===== src/rtl/apb_mem_pkg.sv =====
// Shared types and encodings for the APB-to-data-memory bridge.
package apb_mem_pkg;

  typedef enum logic [1:0] {
    IDLE    = 2'd0,
    ISSUE   = 2'd1,
    RD_WAIT = 2'd2,
    RESP    = 2'd3
  } state_t;

  localparam logic [1:0] SZ_BYTE = 2'b00;
  localparam logic [1:0] SZ_HALF = 2'b01;
  localparam logic [1:0] SZ_WORD = 2'b11;

  localparam int ERR_CNT_W = 8;

endpackage


===== src/rtl/apb_strb_decode.sv =====
// Maps APB write strobes onto a memory access size, byte offset and right-aligned data.
module apb_strb_decode
  import apb_mem_pkg::*;
(
  input  logic [3:0]  pstrb,
  input  logic [1:0]  addr_lo,
  input  logic [31:0] pwdata,
  output logic [1:0]  size,
  output logic [1:0]  offset,
  output logic [31:0] data,
  output logic        illegal
);

  always_comb begin
    size    = SZ_WORD;
    offset  = 2'b00;
    data    = '0;
    illegal = 1'b0;
    case (pstrb)
      4'b1111: begin
        data    = pwdata;
        illegal = (addr_lo != 2'b00);
      end
      4'b0011: begin size = SZ_HALF; data = {16'h0000, pwdata[15:0]}; end
      4'b1100: begin size = SZ_HALF; offset = 2'b10; data = {16'h0000, pwdata[31:16]}; end
      4'b0001: begin size = SZ_BYTE; data = {24'h000000, pwdata[7:0]}; end
      4'b0010: begin size = SZ_BYTE; offset = 2'b01; data = {24'h000000, pwdata[15:8]}; end
      4'b0100: begin size = SZ_BYTE; offset = 2'b10; data = {24'h000000, pwdata[23:16]}; end
      4'b1000: begin size = SZ_BYTE; offset = 2'b11; data = {24'h000000, pwdata[31:24]}; end
      default: illegal = 1'b1;
    endcase
  end

endmodule


===== src/rtl/apb_mem_bridge.sv =====
// APB4 slave turning single transfers into one-cycle strobed data-memory accesses,
// with programmable read latency, address window, write protection and error counting.
module apb_mem_bridge
  import apb_mem_pkg::*;
#(
  parameter int DATA_LENGTH    = 32,
  parameter int ADDRESS_LENGTH = 12,
  parameter int MEM_SIZE_BYTES = 4096,
  parameter int WP_LIMIT       = 0,
  parameter int MEM_RD_LATENCY = 1
) (
  input  logic                      from_top_clk,
  input  logic                      preset,
  input  logic                      psel,
  input  logic                      penable,
  input  logic                      pwrite,
  input  logic [ADDRESS_LENGTH-1:0] from_top_apb_paddr,
  input  logic [DATA_LENGTH-1:0]    from_top_apb_pwdata,
  input  logic [DATA_LENGTH/8-1:0]  pstrb,
  output logic                      pready,
  output logic                      pslverr,
  output logic [DATA_LENGTH-1:0]    prdata,
  output logic                      to_mem_en,
  output logic                      to_mem_wr_en,
  output logic                      to_mem_rd_en,
  output logic [ADDRESS_LENGTH-1:0] to_mem_address,
  output logic [DATA_LENGTH-1:0]    to_mem_data_in,
  output logic [1:0]                to_mem_data_length,
  input  logic [DATA_LENGTH-1:0]    from_mem_data_out,
  output logic [ERR_CNT_W-1:0]      err_count
);

  localparam int               CNT_W    = (MEM_RD_LATENCY > 1) ? $clog2(MEM_RD_LATENCY) : 1;
  localparam logic [CNT_W-1:0] CNT_LOAD = CNT_W'(MEM_RD_LATENCY - 1);

  if (DATA_LENGTH != 32) begin : g_bad_width
    $error("apb_mem_bridge: DATA_LENGTH must be 32");
  end
  if (MEM_RD_LATENCY < 1) begin : g_bad_latency
    $error("apb_mem_bridge: MEM_RD_LATENCY must be at least 1");
  end

  function automatic logic [ERR_CNT_W-1:0] sat_inc(input logic [ERR_CNT_W-1:0] v);
    return (&v) ? v : v + 1'b1;
  endfunction

  state_t           state_q, state_d;
  logic             wr_q, err_q;
  logic [CNT_W-1:0] cnt_q;
  logic             setup, setup_err, rd_capture, cnt_dec;
  logic             oob_hit, wp_hit;
  logic [1:0]       dec_size, dec_offset;
  logic [31:0]      dec_data;
  logic             dec_illegal;

  apb_strb_decode u_strb_decode (
    .pstrb   (pstrb),
    .addr_lo (from_top_apb_paddr[1:0]),
    .pwdata  (from_top_apb_pwdata),
    .size    (dec_size),
    .offset  (dec_offset),
    .data    (dec_data),
    .illegal (dec_illegal)
  );

  // Range checks only exist when the window actually cuts into the address space.
  if (MEM_SIZE_BYTES < (1 << ADDRESS_LENGTH)) begin : g_oob
    assign oob_hit = 32'(from_top_apb_paddr) >= $unsigned(MEM_SIZE_BYTES);
  end else begin : g_no_oob
    assign oob_hit = 1'b0;
  end
  if (WP_LIMIT > 0) begin : g_wp
    assign wp_hit = 32'(from_top_apb_paddr) < $unsigned(WP_LIMIT);
  end else begin : g_no_wp
    assign wp_hit = 1'b0;
  end

  assign setup     = (state_q == IDLE) && psel && !penable;
  assign setup_err = oob_hit | (pwrite ? (wp_hit | dec_illegal)
                                       : (from_top_apb_paddr[1:0] != 2'b00));

  always_ff @(posedge from_top_clk) begin
    if (preset) state_q <= IDLE;
    else        state_q <= state_d;
  end

  // The latency counter starts at setup and counts down from the strobe cycle on,
  // so a latency-1 read is captured at the end of ISSUE itself.
  always_comb begin
    state_d = state_q;
    case (state_q)
      IDLE:    if (psel && !penable) state_d = ISSUE;
      ISSUE: begin
        if (!psel)                              state_d = IDLE;
        else if (err_q || wr_q || cnt_q == '0)  state_d = RESP;
        else                                    state_d = RD_WAIT;
      end
      RD_WAIT: begin
        if (!psel)              state_d = IDLE;
        else if (cnt_q == '0)   state_d = RESP;
      end
      RESP:    state_d = IDLE;
      default: state_d = IDLE;
    endcase
  end

  always_comb begin
    to_mem_en    = 1'b0;
    to_mem_wr_en = 1'b0;
    to_mem_rd_en = 1'b0;
    pready       = 1'b0;
    pslverr      = 1'b0;
    rd_capture   = 1'b0;
    cnt_dec      = 1'b0;
    case (state_q)
      ISSUE: if (psel && !err_q) begin
        to_mem_en    = 1'b1;
        to_mem_wr_en = wr_q;
        to_mem_rd_en = !wr_q;
        rd_capture   = !wr_q && (cnt_q == '0);
        cnt_dec      = !wr_q && (cnt_q != '0);
      end
      RD_WAIT: if (psel) begin
        rd_capture = (cnt_q == '0);
        cnt_dec    = (cnt_q != '0);
      end
      RESP: begin
        pready  = 1'b1;
        pslverr = err_q;
      end
      default: ;
    endcase
  end

  always_ff @(posedge from_top_clk) begin
    if (preset) begin
      wr_q               <= 1'b0;
      err_q              <= 1'b0;
      cnt_q              <= '0;
      to_mem_address     <= '0;
      to_mem_data_in     <= '0;
      to_mem_data_length <= '0;
      prdata             <= '0;
      err_count          <= '0;
    end else begin
      if (setup) begin
        wr_q               <= pwrite;
        err_q              <= setup_err;
        cnt_q              <= CNT_LOAD;
        to_mem_address     <= {from_top_apb_paddr[ADDRESS_LENGTH-1:2],
                               pwrite ? dec_offset : 2'b00};
        to_mem_data_length <= pwrite ? dec_size : SZ_WORD;
        if (pwrite) to_mem_data_in <= dec_data;
      end else if (cnt_dec) begin
        cnt_q <= cnt_q - 1'b1;
      end
      if (rd_capture)         prdata    <= from_mem_data_out;
      if (pready && pslverr)  err_count <= sat_inc(err_count);
    end
  end

endmodule

===== config.mk =====
export PLATFORM = sky130hd
export DESIGN_NAME = apb_mem_bridge
export DESIGN_NICKNAME = d
export VERILOG_FILES = /design/src/rtl/apb_mem_pkg.sv /design/src/rtl/apb_strb_decode.sv /design/src/rtl/apb_mem_bridge.sv
export SDC_FILE = /design/constraint.sdc
export NUM_CORES = 1
export LEC_CHECK = 0
export CORE_ASPECT_RATIO = 2
export CORE_MARGIN = 2
export CORE_UTILIZATION = 30
export DETAILED_ROUTE_END_ITERATION = 8
export GPL_ROUTABILITY_DRIVEN = 0
export MAX_ROUTING_LAYER = met4
export PLACE_DENSITY = 0.57
export SLEW_MARGIN = 15
export SYNTH_ARGS = -nofsm -noshare
export SYNTH_HDL_FRONTEND = slang
export SYNTH_SLANG_ARGS = --single-unit

===== constraint.sdc =====
create_clock -name from_top_clk -period 2.1 [get_ports from_top_clk]
set_input_delay 0.42 -clock from_top_clk [delete_from_list [all_inputs] [get_ports from_top_clk]]
set_output_delay 0.42 -clock from_top_clk [all_outputs]
set_load 0.01 [all_outputs]

# Yosys cells after proc, flatten, opt, wreduce, memory -nomap -nowiden
# Cells that the tools add are included.
# classes
shifts	0
muxes	27
eq_ne	12
addsub	2
bitwise	2
n_mul	0
div_mod_pow	0
order_cmp	0
n_reduce_logical	23
# op_table
operator	count
32-bit one-hot mux with 7 select lines	1
1-bit 2-to-1 mux	14
4-bit == test, second input constant	3
2-bit 2-to-1 mux	6
8-bit by 1-bit adder with 8-bit output, second input constant	1
4-bit by 2-bit == test with 1-bit output, second input constant	2
2-bit one-hot mux with 4 select lines	1
8-bit AND reduction	1
1-bit logical AND	7
1-bit one-hot mux with 2 select lines	3
2-bit one-hot mux with 3 select lines	1
2-bit AND reduction	3
2-bit OR reduction	3
6-bit OR reduction	1
2-bit == test, second input constant	2
4-bit by 1-bit == test with 1-bit output, second input constant	1
4-bit by 3-bit == test with 1-bit output, second input constant	1
2-bit one-hot mux with 2 select lines	1
4-bit OR reduction	1
1-bit zero test	3
3-bit inequality test, second input constant	1
2-bit by 1-bit == test with 1-bit output, second input constant	1
2-bit zero test	1
1-bit logical OR	2
other kinds (4)	5
# totals
regBits	91
word_cells	75
rom_bits	0
latchBits	0
mem_bits_rw	0
out_inout_bits	91
n_memories	0

# Depth between registers and ports, before layout
# Gate-level depths: netlist of the first run.
# depth
depth_word	5
mapped_depth	8
depth_no_buf	6

# Hierarchy
# A second synthesis of the first run with hierarchy kept.
# unflattened
cells_unflattened	516
hier_area_um2	4048.9
# by_module_without_submodules
mod	instances	cells_each	area_each_um2
apb_mem_bridge	1	423	3428.3
apb_strb_decode	1	93	620.6

# Worst setup path before layout of the first run
# Ideal clock, no wire load.
# synth_timing
kind	reg-to-reg
start	register state_q[1]
end	register prdata[2]
setup_time_ns	0.128
path_slack_ns	0.202
arrival_time_ns	1.770
required_time_ns	1.972
path_stages_with_launch	8
period_less_slack_ns	1.898
path_buffers	1
cell_sequence	dfxtp_1 inv_1 ha_1 or3b_4 a211oi_4 buf_8 mux2i_1 nor2_1
# synth_between
elab_chain_cells	2
word_cells_on_any_way	3
classes_between	eq/ne: 2; mux: 1
# synth_rtl
item	line	rtl
start: declaration	apb_mem_bridge.sv:47	state_t state_q, state_d;
start signal: assignment	apb_mem_bridge.sv:84	else state_q <= state_d;
2-bit == test or 2-bit by 1-bit == test with 1-bit output (tied branches)	apb_mem_bridge.sv:115	case (state_q)
1-bit one-hot mux with 2 select lines *	apb_mem_bridge.sv:115	
end signal: assignment	apb_mem_bridge.sv:157	if (rd_capture) prdata <= from_mem_data_out;
end: declaration	apb_mem_bridge.sv:22	output logic [DATA_LENGTH-1:0] prdata,
# Mark *: on every way between the ends. The rest lies on a longest branch, timed or not.
# A chain may end at the register's enable or synchronous reset.

# Final worst setup path of the first run
# layout_timing
start	register state_q[0]
end	register prdata[7]
# The elaborated chain is that of the path after synthesis.

==> metrics, run 1 <==
run status complete, no violations; Slowest-stage cell, CP dfxtp_1; Die W 83.62 um; Worst Setup SP state_q[0]; CP arrival 2.21 ns; standard-cell rows 58; switch share 0.2433; R2R cell count 6; Reg clk slew, reported paths approximately 0.07 ns; CP top delay family simple AND/OR/NAND/NOR gates; CP Max Fanout 16; Finished Core Util 0.4915; Worst EP required 2.32 ns; Async SR Flop Fraction 0; Buffers on Ports 175; Top Ports 176; Total Power 4200 uW; P_sw around 1000 uW; Synthesis Warnings 0; largest cells by area after synthesis dfxtp_1 (48%), mux2i_1 (9.2%), nor2_1 (5.4%), nand2_1 (4.7%), a21oi_1 (4.1%); area grow syn2layout 61.28%; Yosys top cell area share 0.4789; GRT met2 Usage 0.3538; worst vdd rail ir drop 0.4267 mV; DRT iter0 DRCs between 150 and 200; adder-cell share of the synthesized area 0.01645; CTS tree built; Most used DFF post-synth dfxtp_1; drt first pass iters 4; internal power 3178 uW; PwrDens about 680 mW/mm^2; crit path to prdata[7]; Slew HR 0.5889; Cell Area, Synth 0.003804 sq mm; synth unique cells 51; Buf/Inv on CP 1; RSZ-0062 raised after global routing no; XOR/XNOR Fraction of Synth Area 0.009211; DIE AREA 0.01365 sq mm; critical path's largest stage delay 0.39 ns; vias in the first global route 3,917; final slew viol count 0; Yosys top cell by area dfxtp_1; Final Hold Fails 0; nets 691; worst r2r src state_q[0]; largest family of logic cells by synthesized area simple AND/OR/NAND/NOR gates; number of antenna-violating nets in the routed design 0; Seq/Total Area, Yosys 0.4789; number of setup violations in the final report 0; crit path cell chain ha_2 -> or3b_4 -> a211oi_4 -> clkbuf_16 -> mux2i_1 -> nor2_1; Post-synth top cells dfxtp_1 (91), nor2_1 (55), nand2_1 (48); antenna diode count 0; Vias/cell approximately 5; most used routing layer met2; Fmax about 0.50 GHz; initial core utilization 0.3047; Compound-Gate Fraction of Synth Area 0.1451; met1 Use GR 0.1838; crit share post-route 0.9473; root buffer cell clkbuf_16; fraction of layout cells with a size suffix above 1 0.08911; Setup CP Type flip-flop to flip-flop; Vert. Die Dim 163.2 um; GRT overflow 0; slew of the pin with the lowest slew margin 0.6144 ns; CP Depth 6; #FFs+latches synth 91; # Post-CTS Setup Buffers 0; clock skew 0.005239 ns; htree depth 3; Routed Wire Length approximately 13 mm; initial antenna violation count 0; # hold bufs at CTS 0; critical path launch point type flip-flop; minimum clock period 1.989 ns; mean routed wirelength per cell between 15 and 20 um; combinational fraction of design power 0.153; Core ar. 0.01248 sq mm; Reg-to-Reg End prdata[7]; flop2flop setup slack between 0.1 and 0.15 ns; post-synth net total 512; P_leak around 0.0022 uW; Hold Crit Class flip-flop to flip-flop; post-DP HPWL approximately 10 mm; largest net degree at the start of global routing 38; CTS max path bufs 2; CTS Sinks 91; number of synthesized flops with an enable pin 0; Syn Inst Count 422; Clock Power Share 0.416; post-synthesis mux area share 0.09803; share of power burned in registers 0.431; crit end category flip-flop; GR Util met3 0.03992; DRC 0; GRT Total Usage 0.1936; most numerous cell in the Yosys netlist dfxtp_1; max-cap violations 0; worst skew pair latency about 0.34 ns; CTS buffer count 9; first-pass GRT wire length 20.06 mm; simple-gate share of the synthesized area 0.2036; Syn Area/Cell 9.013 sq um; Fill cells 1,231; Via Count 3,803
layout by cell type (no fill, tap or decap), types with 2 or more instances in the layout:
cell / instances
nor4_1: 2
a22o_1: 8
clkdlybuf4s50_1: 170
nor2b_1: 3
mux2_2: 2
and3_1: 3
inv_1: 6
dlygate4sd2_1: 4
a222oi_1: 8
a21oi_1: 31
nand3_1: 18
ha_1: 4
bufinv_16: 2
nor3_1: 15
o21ai_1: 4
inv_6: 2
xnor2_1: 2
nand2_1: 48
o21ai_0: 8
buf_12: 2
nor2_1: 55
clkbuf_16: 10
dfxtp_1: 91
nand4_1: 3
and4_1: 3
mux2i_1: 35
a221oi_1: 8
xor2_1: 2
clkinvlp_4: 2
nand2b_1: 3
o21a_1: 2
buf_4: 22
worst reg2reg max path: stages, from the launching register on:
cell	delay [ns]
dfxtp_1	0.39
ha_2	0.21
or3b_4	0.40
a211oi_4	0.34
clkbuf_16	0.27
mux2i_1	0.21
nor2_1	0.06
area by class of cell:
class                           instances  area, sq um  area share
Sequential cell                        91         1822      0.2970
Timing Repair Buffer                  200         1972      0.3214
Inverter                                7        26.28    0.004283
Multi-Input combinational cell        292         1804      0.2941
Clock inverter                          7        97.59     0.01591
Tap cell                              150        187.7     0.03059
Clock buffer                            9        225.2     0.03671
power groups by stage:
stage	sequential [uW]	clock, uW	combinational (uW)
6_report	1810	1750	644
5_1_grt	1820	1870	692
4_1_cts	1810	1800	644
3_5_place_dp	1850	0	642
3_3_place_gp	1850	0	635
2_1_floorplan	1860	0	254
repair_timing:
item                                    4_1_cts  5_1_grt
endpoints found under the hold margin         0        0
pin swaps                                     0        1
cloned                                        0        1
resized for setup                             6        1
endpoints found under the setup margin        4       11
sequential cells by signal, summed over array words and instances (netlist names):
register            flops
to_mem_address         12
err_q                   1
wr_q                    1
prdata                 32
to_mem_data_in         32
to_mem_data_length      2
err_count               8
state_q                 2
cnt_q                   1
through the flow:
stage          setup slack (ns)  instances  TNS [ns]  instance area [sq um]  hold WS, ns
3_5_place_dp            -0.1961        739    -1.635                   5784       0.4440
6_report                 0.1107        756         0                   6135       0.4531
5_1_grt                0.002004        756         0                   6135       0.4745
2_1_floorplan            0.2024        422         0                   3804       0.4738
3_3_place_gp            -0.1704        739   -0.5420                   5784       0.4418
4_1_cts                 0.07532        755         0                   6110       0.4582
worst min path at each step:
stage	cells past startpoint	from	slack, ns	to
2_1_floorplan	2	to_mem_data_in[2]	0.47	to_mem_data_in[2]
3_3_place_gp	2	to_mem_data_in[16]	0.44	to_mem_data_in[16]
3_5_place_dp	2	to_mem_data_in[4]	0.44	to_mem_data_in[4]
4_1_cts	2	to_mem_address[4]	0.46	to_mem_address[4]
5_1_grt	2	to_mem_data_in[19]	0.47	to_mem_data_in[19]
6_report	2	to_mem_data_in[31]	0.45	to_mem_data_in[31]
kinds of logic (layout without fill, tap and decap cells):
family                     after synthesis  count (layout)
AOI/OAI and AO/OA                       80              80
xor gates and xnor gates                 4               4
adders and majority gates                5               5
buffers and inverters                   39             223
DFF                                     91              91
muxes                                   37              37
and+or+nand+nor                        166             166
routing by layer:
metal | part of all wire | wire (um)
met4 | 0.049 | 641
met1 | 0.34 | 4524
met5 | 0 | 0
met3 | 0.057 | 753
met2 | 0.55 | 7220
Note: power is estimated with default switching activity, not from simulation.
==> run 2, diff against run 1 <==
ABC_AREA = 1   (was not set)
DONT_BUFFER_PORTS = 1   (was not set)
PLACE_DENSITY = 0.41   (was 0.57)
clock period = 1.8 ns   (was 2.1 ns; I/O delays follow)
==> run 2 against run 1 <==
  * Sequential power grew 19%
  * Combinational power shrank 47%
  * Worst hold slack lost 0.37 ns
  * Global-route usage shrank 1.7 points
  * Synthesized cell count grew 28%
  * Highest routed layer unchanged
  * Critical path depth is the same
  * Clock power grew 18%
==> metrics, run 2 <==
Setup CP Type flip-flop to output pin; GRT Total Usage 0.1771; Final Hold Fails 0; vias in the first global route 3,629; internal power 3424 uW; Most used DFF post-synth dfxtp_1; Total Power around 4600 uW; max-cap violations 0; post-synth net total 632; critical path launch point type flip-flop; synth unique cells 29; standard-cell rows 60; Die W 86.19 um; Synthesis Warnings 0; Largest regs prdata x32, to_mem_data_in x32, to_mem_address x12; CP Max Fanout 4; post-DP HPWL 9.343 mm; initial antenna violation count 0; switch share 0.2489; mean routed wirelength per cell 18.14 um; Post-synth top cells nand2_1 (130), dfxtp_1 (91), nor2_1 (66); Reg clk slew, reported paths 0.06 ns; CTS buffer count 9; Top Ports 176; antenna diode count 0; initial core utilization 0.3033; Yosys top cell by area dfxtp_1; slew of the pin with the lowest slew margin approximately 0.48 ns; P_leak 0.001761 uW; GRT overflow 0; clock skew 0.008079 ns; Fin Setup TNS 0 ns; Vias/cell between 5 and 6; RSZ-0062 raised after global routing no; DIE AREA 0.01451 sq mm; Worst EP required 1.44 ns; minimum clock period 1.677 ns; Via Count 3,554; root buffer cell clkbuf_16; Yosys top cell area share 0.4495; crit share post-route 0.9316; drt first pass iters 4; Cell Area, Synth 0.004053 sq mm; PwrDens 998.6 mW/mm^2; share of power burned in registers 0.471; number of synthesized flops with an enable pin 0; CTS tree built; first-pass GRT wire length 19.28 mm; fin area 0.004566 sq mm; Fmax 0.5963 GHz; final slew viol count 0; CTS Sinks 91; Fill cells 1,460; area grow syn2layout 12.66%; nets 630; run status complete, no violations; largest net degree at the start of global routing 75; Routed Wire Length 12.70 mm; worst skew pair latency approximately 0.34 ns; Seq/Total Area, Yosys 0.4495; number of setup violations in the final report 0; most numerous cell in the Yosys netlist nand2_1; fraction of layout cells with a size suffix above 1 0.1156; largest cells by area after synthesis dfxtp_1 (45%), nand2_1 (12%), nand3_1 (7.9%), a21oi_1 (7.5%), nor2_1 (6.1%); Buffers on Ports 0; commonest cells after routing, fill and taps aside nand2_1 (130), dfxtp_1 (91), nor2_1 (66); commonest non-fill, non-tap cell in the layout nand2_1; DRT iter0 DRCs 119; area of placed instances 0.004161 sq mm; Hold Crit Class input pin to flip-flop; P_sw 1135 uW; # hold bufs at CTS 0; crit end category output pin; Clock Power Share 0.455; CTS max path bufs 2; Syn Inst Count around 540; combinational fraction of design power 0.074; Core ar. 0.01336 sq mm; Vert. Die Dim 168.4 um; htree depth 3; DRC 0; CP arrival 1.32 ns; Syn Area/Cell 7.477 sq um; Slew HR 0.6817; #FFs+latches synth 91; number of antenna-violating nets in the routed design 0; worst vdd rail ir drop 0.4477 mV; Async SR Flop Fraction 0
run 2: cell types whose count changed in the layout (fill, tap and decap cells not counted), sizes merged, moves of 23 or more:
cell,delta
a21oi,+30
nand3,+46
mux2i,-35
nand2,+89
clkdlybuf4s50,-170
inv,+23
run 2: path summary, 6_finish.rpt:
check / startpoint / to / slack, ns / cells after the start
max reg2reg: state_q[1] / prdata[20] / 0.14 / 10
min: preset / prdata[18] / 0.09 / 1
max: state_q[1] / to_mem_rd_en / 0.12 / 6
min reg2reg: wr_q / wr_q / 0.49 / 2
run 2: layout make-up:
class / count / area (sq um) / share of cell area
Multi-Input combinational cell: 391 / 1933 / 0.4234
Sequential cell: 91 / 1822 / 0.3990
Clock buffer: 9 / 225.2 / 0.04933
Tap cell: 155 / 193.9 / 0.04248
Timing Repair Buffer: 17 / 182.7 / 0.04001
Inverter: 30 / 112.6 / 0.02466
Clock inverter: 7 / 96.34 / 0.02110
run 2: per-stage QoR:
stage                     hold slack (ns)  setup slack (ns)    util  instances
after floorplan                    0.4584            0.2194       -        542
after global placement             0.4361           0.06726  0.3114        680
after detailed placement           0.4374          -0.01117  0.3114        680
after CTS                         0.06652           0.05822  0.3361        696
after global routing              0.06682           0.01706  0.3417        700
final                             0.08651            0.1230  0.3417        700
run 2: critical path: stages, from the launching register on:
cell and delay [ns]:
dfxtp_1 0.38, inv_1 0.08, ha_1 0.18, nand2_2 0.12
nor2_4 0.05, nand2_2 0.09, inv_1 0.09
run 2: kinds of logic after synthesis:
| group | share of synthesized area |
|---|---|
| and+or+nand+nor | 0.2939 |
| xor gates and xnor gates | 0.002162 |
| DFF | 0.4495 |
| adders and majority gates | 0.01544 |
| buffers and inverters | 0.08089 |
| AOI/OAI and AO/OA | 0.1581 |
run 2: power groups by stage:
stage	Clock [uW]	Combinational [uW]	Sequential [uW]
after global placement	0	325	2190
after CTS	2160	333	2150
final	2070	339	2150
after global routing	2240	390	2150
after floorplan	0	285	2170
after detailed placement	0	330	2190
run 2: routing by layer:
layer	share of wire	track usage	vias up
met5	0	-	-
met4	0.028	0.07677	0
met3	0.059	0.04069	18
met2	0.58	0.3370	122
met1	0.33	0.1622	1625
li1	-	-	1789
run 2: repair_timing:
action | in CTS | in global routing
resized for setup | 1 | 3
setup buffers | 0 | 2
pin swaps | 0 | 2
setup endpoints to repair | 19 | 46
cloned | 0 | 2
